**src/rtl/shift_ser_ctrl_pkg.sv**
```systemverilog
// Shared encodings for the shift_ser_ctrl serializer/deserializer slice:
// shift-register command codes and controller state codes.
package shift_ser_ctrl_pkg;

  // Shift-register command (S) encodings
  localparam logic [1:0] S_NO_CHANGE     = 2'b00;
  localparam logic [1:0] S_SHIFT_RIGHT   = 2'b01;
  localparam logic [1:0] S_SHIFT_LEFT    = 2'b10;
  localparam logic [1:0] S_PARALLEL_LOAD = 2'b11;

  // Controller state codes
  localparam logic [1:0] ST_IDLE  = 2'b00;
  localparam logic [1:0] ST_SHIFT = 2'b01;
  localparam logic [1:0] ST_DONE  = 2'b10;

  // Shift command for the configured bit order: LSB first shifts right,
  // MSB first shifts left.
  function automatic logic [1:0] shift_cmd(input logic dir);
    return dir ? S_SHIFT_LEFT : S_SHIFT_RIGHT;
  endfunction

endpackage

```
**src/rtl/shift_reg.sv**
```systemverilog
// Universal shift register: hold, shift right, shift left or parallel load.
// Shift right inserts si at the MSB; shift left inserts si at the LSB.
module shift_reg
  import shift_ser_ctrl_pkg::*;
#(
  parameter int SIZE = 8
) (
  input  logic            clk,
  input  logic            rstn,
  input  logic [1:0]      s,
  input  logic            si,
  input  logic [SIZE-1:0] pi,
  output logic [SIZE-1:0] q
);

  // Register update selected by the S command
  always_ff @(posedge clk or negedge rstn) begin
    if (!rstn) begin
      q <= '0;
    end else begin
      case (s)
        S_SHIFT_RIGHT:   q <= {si, q[SIZE-1:1]};
        S_SHIFT_LEFT:    q <= {q[SIZE-2:0], si};
        S_PARALLEL_LOAD: q <= pi;
        default:         q <= q;
      endcase
    end
  end

endmodule

```
**src/rtl/shift_ser_ctrl.sv**
```systemverilog
// Sequencer driving one shift_reg as a serializer (TX) or deserializer (RX).
// A job runs IDLE -> SHIFT (SIZE cycles) -> DONE -> IDLE; abort returns to
// IDLE with the register frozen and without a completion pulse.
module shift_ser_ctrl
  import shift_ser_ctrl_pkg::*;
#(
  parameter int SIZE = 8,
  parameter bit DIR  = 1'b0
) (
  input  logic            clk,
  input  logic            rstn,
  input  logic            start,
  input  logic            mode,
  input  logic            abort,
  input  logic [SIZE-1:0] din,
  input  logic            sdi,
  output logic            ready,
  output logic            sdo,
  output logic            sdo_vld,
  output logic [SIZE-1:0] dout,
  output logic            done,
  output logic            dout_vld
);

  localparam int            CW       = $clog2(SIZE);
  localparam logic [CW-1:0] CNT_LAST = CW'(SIZE - 1);

  logic [1:0]      state;
  logic [1:0]      state_nxt;
  logic [CW-1:0]   cnt;
  logic            mode_q;
  logic            accept;
  logic [1:0]      sr_s;
  logic            sr_si;
  logic [SIZE-1:0] q;

  // abort outranks start, so a cancelled cycle never accepts a job
  assign accept = (state == ST_IDLE) && start && !abort;

  // Next-state logic
  always_comb begin
    state_nxt = state;
    case (state)
      ST_IDLE:  if (accept) state_nxt = ST_SHIFT;
      ST_SHIFT: begin
        if (abort)                 state_nxt = ST_IDLE;
        else if (cnt == CNT_LAST)  state_nxt = ST_DONE;
      end
      ST_DONE:  state_nxt = ST_IDLE;
      default:  state_nxt = ST_IDLE;
    endcase
  end

  // State, bit counter and mode latch; counter restarts whenever SHIFT is left
  always_ff @(posedge clk or negedge rstn) begin
    if (!rstn) begin
      state  <= ST_IDLE;
      cnt    <= '0;
      mode_q <= 1'b0;
    end else begin
      state <= state_nxt;
      if ((state == ST_SHIFT) && (state_nxt == ST_SHIFT)) cnt <= cnt + 1'b1;
      else                                                cnt <= '0;
      if (accept) mode_q <= mode;
    end
  end

  // Shift-register command decode; TX loads din in the accepting cycle
  always_comb begin
    sr_s  = S_NO_CHANGE;
    sr_si = 1'b0;
    case (state)
      ST_IDLE:  if (accept && !mode) sr_s = S_PARALLEL_LOAD;
      ST_SHIFT: begin
        if (!abort) sr_s = shift_cmd(DIR);
        sr_si = mode_q ? sdi : 1'b0;
      end
      default:  sr_s = S_NO_CHANGE;
    endcase
  end

  shift_reg #(.SIZE(SIZE)) u_sreg (
    .clk  (clk),
    .rstn (rstn),
    .s    (sr_s),
    .si   (sr_si),
    .pi   (din),
    .q    (q)
  );

  assign ready    = (state == ST_IDLE);
  assign sdo_vld  = (state == ST_SHIFT) && !mode_q;
  assign sdo      = sdo_vld & (DIR ? q[SIZE-1] : q[0]);
  assign done     = (state == ST_DONE) && !abort;
  assign dout_vld = done && mode_q;
  assign dout     = q;

endmodule

```
**config.mk**
```make
export PLATFORM = sky130hd
export DESIGN_NAME = shift_ser_ctrl
export DESIGN_NICKNAME = d
export VERILOG_FILES = /design/src/rtl/shift_ser_ctrl_pkg.sv /design/src/rtl/shift_reg.sv /design/src/rtl/shift_ser_ctrl.sv
export SDC_FILE = /design/constraint.sdc
export NUM_CORES = 1
export LEC_CHECK = 0
export CAP_MARGIN = 20
export CORE_UTILIZATION = 44
export DETAILED_ROUTE_END_ITERATION = 7
export PLACE_DENSITY = 0.82
export SLEW_MARGIN = 20
export SYNTH_ARGS = -nofsm -noshare
export SYNTH_HDL_FRONTEND = slang
export SYNTH_SLANG_ARGS = --single-unit
```
**constraint.sdc**
```tcl
create_clock -name clk -period 3.95 [get_ports clk]
set_input_delay 0.395 -clock clk [delete_from_list [all_inputs] [get_ports clk]]
set_output_delay 0.395 -clock clk [all_outputs]
set_load 0.01 [all_outputs]
```
### Yosys cells after proc, flatten, opt, wreduce, memory -nomap -nowiden

Cells that the tools add are included.

| word-level totals | value |
|---|---|
| register bits after elaboration | 14 |
| input port bits | 14 |
| output and inout bits | 13 |
| logic and storage cells | 36 |

| cells by class | value |
|---|---|
| add/subtract/negate cells | 1 |
| eq/ne operators | 7 |
| mux-type cells | 11 |
| bitwise gates (word level) | 1 |
| reduce and logical (&&, ||, !) cells | 12 |

Operator list:

| operator | number |
|---|---|
| case mux 8 bit (3 select lines) | 1 |
| two-way mux 2 bit | 4 |
| case mux 2 bit (2 select lines) | 2 |
| logical AND 1 bit | 7 |
| equality test 2 x 1 -> 1 bit, second input constant | 3 |
| equality test 2 bit, second input constant | 3 |
| adder 3 x 1 -> 3 bit, second input constant | 1 |
| equality test 3 bit, second input constant | 1 |
| zero test 1 bit | 3 |
| two-way mux 1 bit | 3 |
| two-way mux 3 bit | 1 |
| nonzero test 3 bit | 1 |
| zero test 2 bit | 1 |
| AND 1 bit | 1 |

### Depth between registers and ports, before layout

| depth | value |
|---|---|
| depth after elaboration | 8 |
| mapped depth | 5 |
| mapped depth without buffers | 5 |

### By module

Synthesis repeated with hierarchy kept, for this count alone.

| second synthesis, totals | value |
|---|---|
| cell total of the unflattened synthesis | 47 |
| area total of the unflattened synthesis | 739.5 um2 |

Modules (own cells, without submodules):

| module | times used | cells an instance | area each (um2) | seq. area each (um2) |
|---|---|---|---|---|
| shift_reg | 1 | 18 | 402.9 | 200.2 |
| shift_ser_ctrl | 1 | 29 | 336.6 | 150.1 |

### Least setup slack after synthesis

No wires, ideal clock.

| path | value |
|---|---|
| kind | register to register |
| from | register state[0] |
| to | register u_sreg.q[6] |
| library setup time | 0.123 ns |
| arrival time | 1.520 ns |
| path slack | 2.307 ns |
| cell stages (with the launch flop) | 6 |
| cell sequence | dfrtp_1 buf_6 or4b_1 clkbuf_2 or3_1 o221a_2 |

| between the ends | value |
|---|---|
| word-level cells in the longest chain between the ends | 8 |

Ends and longest elaborated chain:

| element | RTL line | text |
|---|---|---|
| start, declared | shift_ser_ctrl.sv:28 | `logic [1:0] state;` |
| start signal, assigned | shift_ser_ctrl.sv:61 | `state <= state_nxt;` |
| zero test 2 bit | shift_ser_ctrl.sv:38, shift_ser_ctrl.sv:72 |  |
| logical AND 1 bit (2 in a row) | shift_ser_ctrl.sv:38 | `assign accept = (state == ST_IDLE) && start && !abort;` |
| logical AND 1 bit | shift_ser_ctrl.sv:73 | `ST_IDLE: if (accept && !mode) sr_s = S_PARALLEL_LOAD;` |
| two-way mux 2 bit | shift_ser_ctrl.sv:73 |  |
| case mux 2 bit (2 select lines) * | shift_ser_ctrl.sv:72 | `case (state)` |
| equality test 2 bit / equality test 2 x 1 -> 1 bit (equally long branches) | shift_reg.sv:21 | `case (s)` |
| case mux 8 bit (3 select lines) / nonzero test 3 bit (equally long branches) | - |  |
| end signal, assigned | shift_reg.sv:22 | `S_SHIFT_RIGHT: q <= {si, q[SIZE-1:1]};` |
| end signal, assigned | shift_reg.sv:23 | `S_SHIFT_LEFT: q <= {q[SIZE-2:0], si};` |
| end signal, assigned | shift_reg.sv:24 | `S_PARALLEL_LOAD: q <= pi;` |
| end, declared | shift_reg.sv:13 | `output logic [SIZE-1:0] q` |

Mark *: on every way between the ends. The rest lies on a longest branch, timed or not.
A chain may end at the register's enable or synchronous reset.

### Final worst setup path

| path | value |
|---|---|
| from | input abort |
| to | output dout_vld |

| between the ends | value |
|---|---|
| word-level cells in the longest chain between the ends | 3 |

Ends and longest elaborated chain:

| element | RTL line | text |
|---|---|---|
| start, declared | shift_ser_ctrl.sv:14 | `input logic abort,` |
| zero test 1 bit | shift_ser_ctrl.sv:94 | `assign done = (state == ST_DONE) && !abort;` |
| logical AND 1 bit | shift_ser_ctrl.sv:94 |  |
| logical AND 1 bit | shift_ser_ctrl.sv:95 | `assign dout_vld = done && mode_q;` |
| end, declared | shift_ser_ctrl.sv:22 | `output logic dout_vld` |

Every way passes these cells.

==> flow_metrics.env <==
export IMPL_fmax_ghz=0.4522
export IMPL_start_util=0.4884
export IMPL_clockBufferDepth=2
export IMPL_max_cap_violations=0
export IMPL_insertedDiodeCount=0
export IMPL_synth_cell_types=20
export IMPL_post_route_period_util=0.5599
export IMPL_grt_pass1_vias=454
export IMPL_p_leak_nw=0.3870
export IMPL_worst_slew_pin_slew_ns=0.6106
export IMPL_fp_dieArea_um2=1657
export IMPL_clk_latency_ns=0.28
export IMPL_crit_arrival_ns=1.82
export IMPL_powerDensity_nw_per_um2=410.6
export IMPL_h_tree_depth=1
export IMPL_synth_top_area_frac=0.5313
export IMPL_path_class="in2out"
export IMPL_maxSlewViolCount=0
export IMPL_nFillCells=117
export IMPL_grt_usage=0.1989
export IMPL_vdd_drop_max_v=0.0002340
export IMPL_dr_pass1_iters=4
export IMPL_clock_skew_final_ns=0.003040
export IMPL_wirelength_mm=1.336
export IMPL_avgSynthCellArea_um2=11.99
export IMPL_synth_top_family_by_area="simple AND/OR/NAND/NOR gates"
export IMPL_syn_nets=71
export IMPL_via_per_inst=5.443
export IMPL_nets=99
export IMPL_hpwl_um=979.5
export IMPL_cts_hold_buf=0
export IMPL_met3_length_um=66
export IMPL_grt_antenna_before_repair=0
export IMPL_ys_warn_count=0
export IMPL_overflow=0
export IMPL_finalHoldViolCount=0
export IMPL_top_layer="met3"
export IMPL_ys_ff_latch=14
export IMPL_grt_pass1_wl_mm=2.070
export IMPL_setup_viol=0
export IMPL_io_pins=27
export IMPL_cts_tree="built"
export IMPL_cts_buffers=3
export IMPL_die_w_um=40.71
export IMPL_post_cts_resized=0
export IMPL_finalCoreUtilization=0.7071
export IMPL_path_clk_slew_ns=0.09
export IMPL_syn_to_final_growth_pct=44.78
export IMPL_start_kind="primary input"
export IMPL_critPathMaxFanout=4
export IMPL_drive_above_1_share=0.1463
export IMPL_postCtsSetupBuffers=0
export IMPL_grt_setup_unrepaired="false"
export IMPL_synth_area_um2=659.4
export IMPL_status="finished, final reports clean"
export IMPL_rows=13
export IMPL_cts_sinks=14
export IMPL_antenna_left=0
export IMPL_wl_per_cell_um=13.77
export IMPL_wl_met2_um=643
export IMPL_synth_top_area_cell="dfrtp_1"
export IMPL_synthCells=55
export IMPL_gp_congestion=0.7054
export IMPL_synth_fa_ha_area_frac=0.03795
export IMPL_synth_simple_area_share=0.2163
export IMPL_cp_data_required_time_ns=3.56
export IMPL_io_buffers=26
export IMPL_first_iter_violations=15
export IMPL_drc=0
export IMPL_synth_compound_area_frac=0.1461
export IMPL_wl_met1_um=626
export IMPL_slew_headroom=0.5917
export IMPL_period_needed_ns=2.211
export IMPL_hp_class="reg2reg"
export IMPL_grt_max_degree=15
export IMPL_synth_seq_area_share=0.5313
export IMPL_setup_tns_ns=0
export IMPL_vias=528
export IMPL_yosys_area_share_xor_xnor=0
export IMPL_die_h_um=40.71
export IMPL_crit_path_end_kind="output pin"
export IMPL_cts_root_buf="clkbuf_4"
export IMPL_synthTopCellsByArea="dfrtp_1, o221a_2, or3_1"
export IMPL_core_area_um2=1350
export IMPL_synth_mux_area_frac=0.03226
## final timing paths
path	from	endpoint	slack, ns	cells after the start
max	abort	dout_vld	1.74	4
min	cnt[0]$_DFF_PN0_	cnt[0]$_DFF_PN0_	0.45	1
max reg2reg	state[0]$_DFF_PN0_	u_sreg.q[1]$_DFFE_PN0P_	2.21	3
min reg2reg	cnt[0]$_DFF_PN0_	cnt[0]$_DFF_PN0_	0.45	1
max in group asynchronous	rstn	u_sreg.q[2]$_DFFE_PN0P_	3.07	1
min in group asynchronous	rstn	state[0]$_DFF_PN0_	0.49	1
## sequential cells by signal (all words and copies together) (netlist names)
register  count
u_sreg.q      8
cnt           3
state         2
mode_q        1
## cell usage after synthesis
| library cell | number |
|---|---|
| clkbuf_2 | 1 |
| nor2_1 | 3 |
| nand3_1 | 1 |
| clkbuf_1 | 1 |
| o21a_1 | 1 |
| nor2b_1 | 1 |
| dfrtp_1 | 14 |
| o221a_2 | 7 |
| and2_1 | 2 |
| o211a_1 | 1 |
| nor3b_1 | 4 |
| nand2_1 | 2 |
| or3_1 | 8 |
| nor3_1 | 2 |
| buf_6 | 1 |
| inv_1 | 1 |
| mux2_2 | 1 |
| mux2i_1 | 1 |
| or4b_1 | 1 |
| ha_1 | 2 |
## layout make-up
class	instances	area, µm²	share of cell area
sequential	14	350.3	0.3670
multi-input combinational	37	285.3	0.2988
timing repair buffer	26	260.3	0.2726
clock buffer	4	36.28	0.03801
tap	15	18.77	0.01966
inverter	1	3.754	0.003932
## placed cells by master (no fill, tap or decap)
| cell | synthesis | final |
|---|---|---|
| and2_1 | 2 | 2 |
| clkbuf_4 | 0 | 3 |
| clkbuf_8 | 0 | 1 |
| clkdlybuf4s50_1 | 0 | 26 |
| dfrtp_1 | 14 | 14 |
| ha_1 | 2 | 2 |
| inv_1 | 1 | 1 |
| mux2_2 | 1 | 1 |
| mux2i_1 | 1 | 1 |
| nand2_1 | 2 | 2 |
| nand3_1 | 1 | 1 |
| nor2_1 | 3 | 3 |
| nor2b_1 | 1 | 1 |
| nor3_1 | 2 | 2 |
| nor3b_1 | 4 | 4 |
| o211a_1 | 1 | 1 |
| o21a_1 | 1 | 1 |
| o221a_2 | 7 | 7 |
| or3_1 | 8 | 8 |
| or4b_1 | 1 | 1 |
## worst max-delay path, stage by stage
cell and delay [ns]:
clkdlybuf4s50_1 0.45, nor3b_1 0.26, and2_1 0.17, clkdlybuf4s50_1 0.53
## per-stage QoR
stage | instances | total power [mW] | setup WS, ns | hold slack (ns) | cell area [µm²]
after CTS | 97 | 0.3960 | 1.724 | 0.4491 | 954.7
after floorplan | 55 | 0.2267 | 2.307 | 0.09941 | 659.4
after global placement | 93 | 0.2897 | 1.825 | 0.4287 | 918.4
final | 97 | 0.3920 | 1.739 | 0.4500 | 954.7
after detailed placement | 93 | 0.2905 | 1.725 | 0.4370 | 918.4
after global routing | 97 | 0.4155 | 1.643 | 0.4569 | 954.7
## report_power, final
| group | switching [mW] | internal (mW) |
|---|---|---|
| sequential | 0.0193 | 0.165 |
| clock | 0.0487 | 0.0561 |
| combinational | 0.0346 | 0.0685 |
## kinds of logic after synthesis
| logic type | after synthesis |
|---|---|
| AO/OA/AOI/OAI | 9 |
| multiplexers | 2 |
| adder cells (fa/ha/maj) | 2 |
| buffers and inverters | 4 |
| flip-flops | 14 |
| AND/OR/NAND/NOR | 24 |
## routing by layer
metal  vias up  track usage
met3         0      0.06522
met5         -            0
li1        263            -
met4         0      0.07500
met2        20       0.3056
met1       245       0.2586
(Power assumes the default switching activity.)
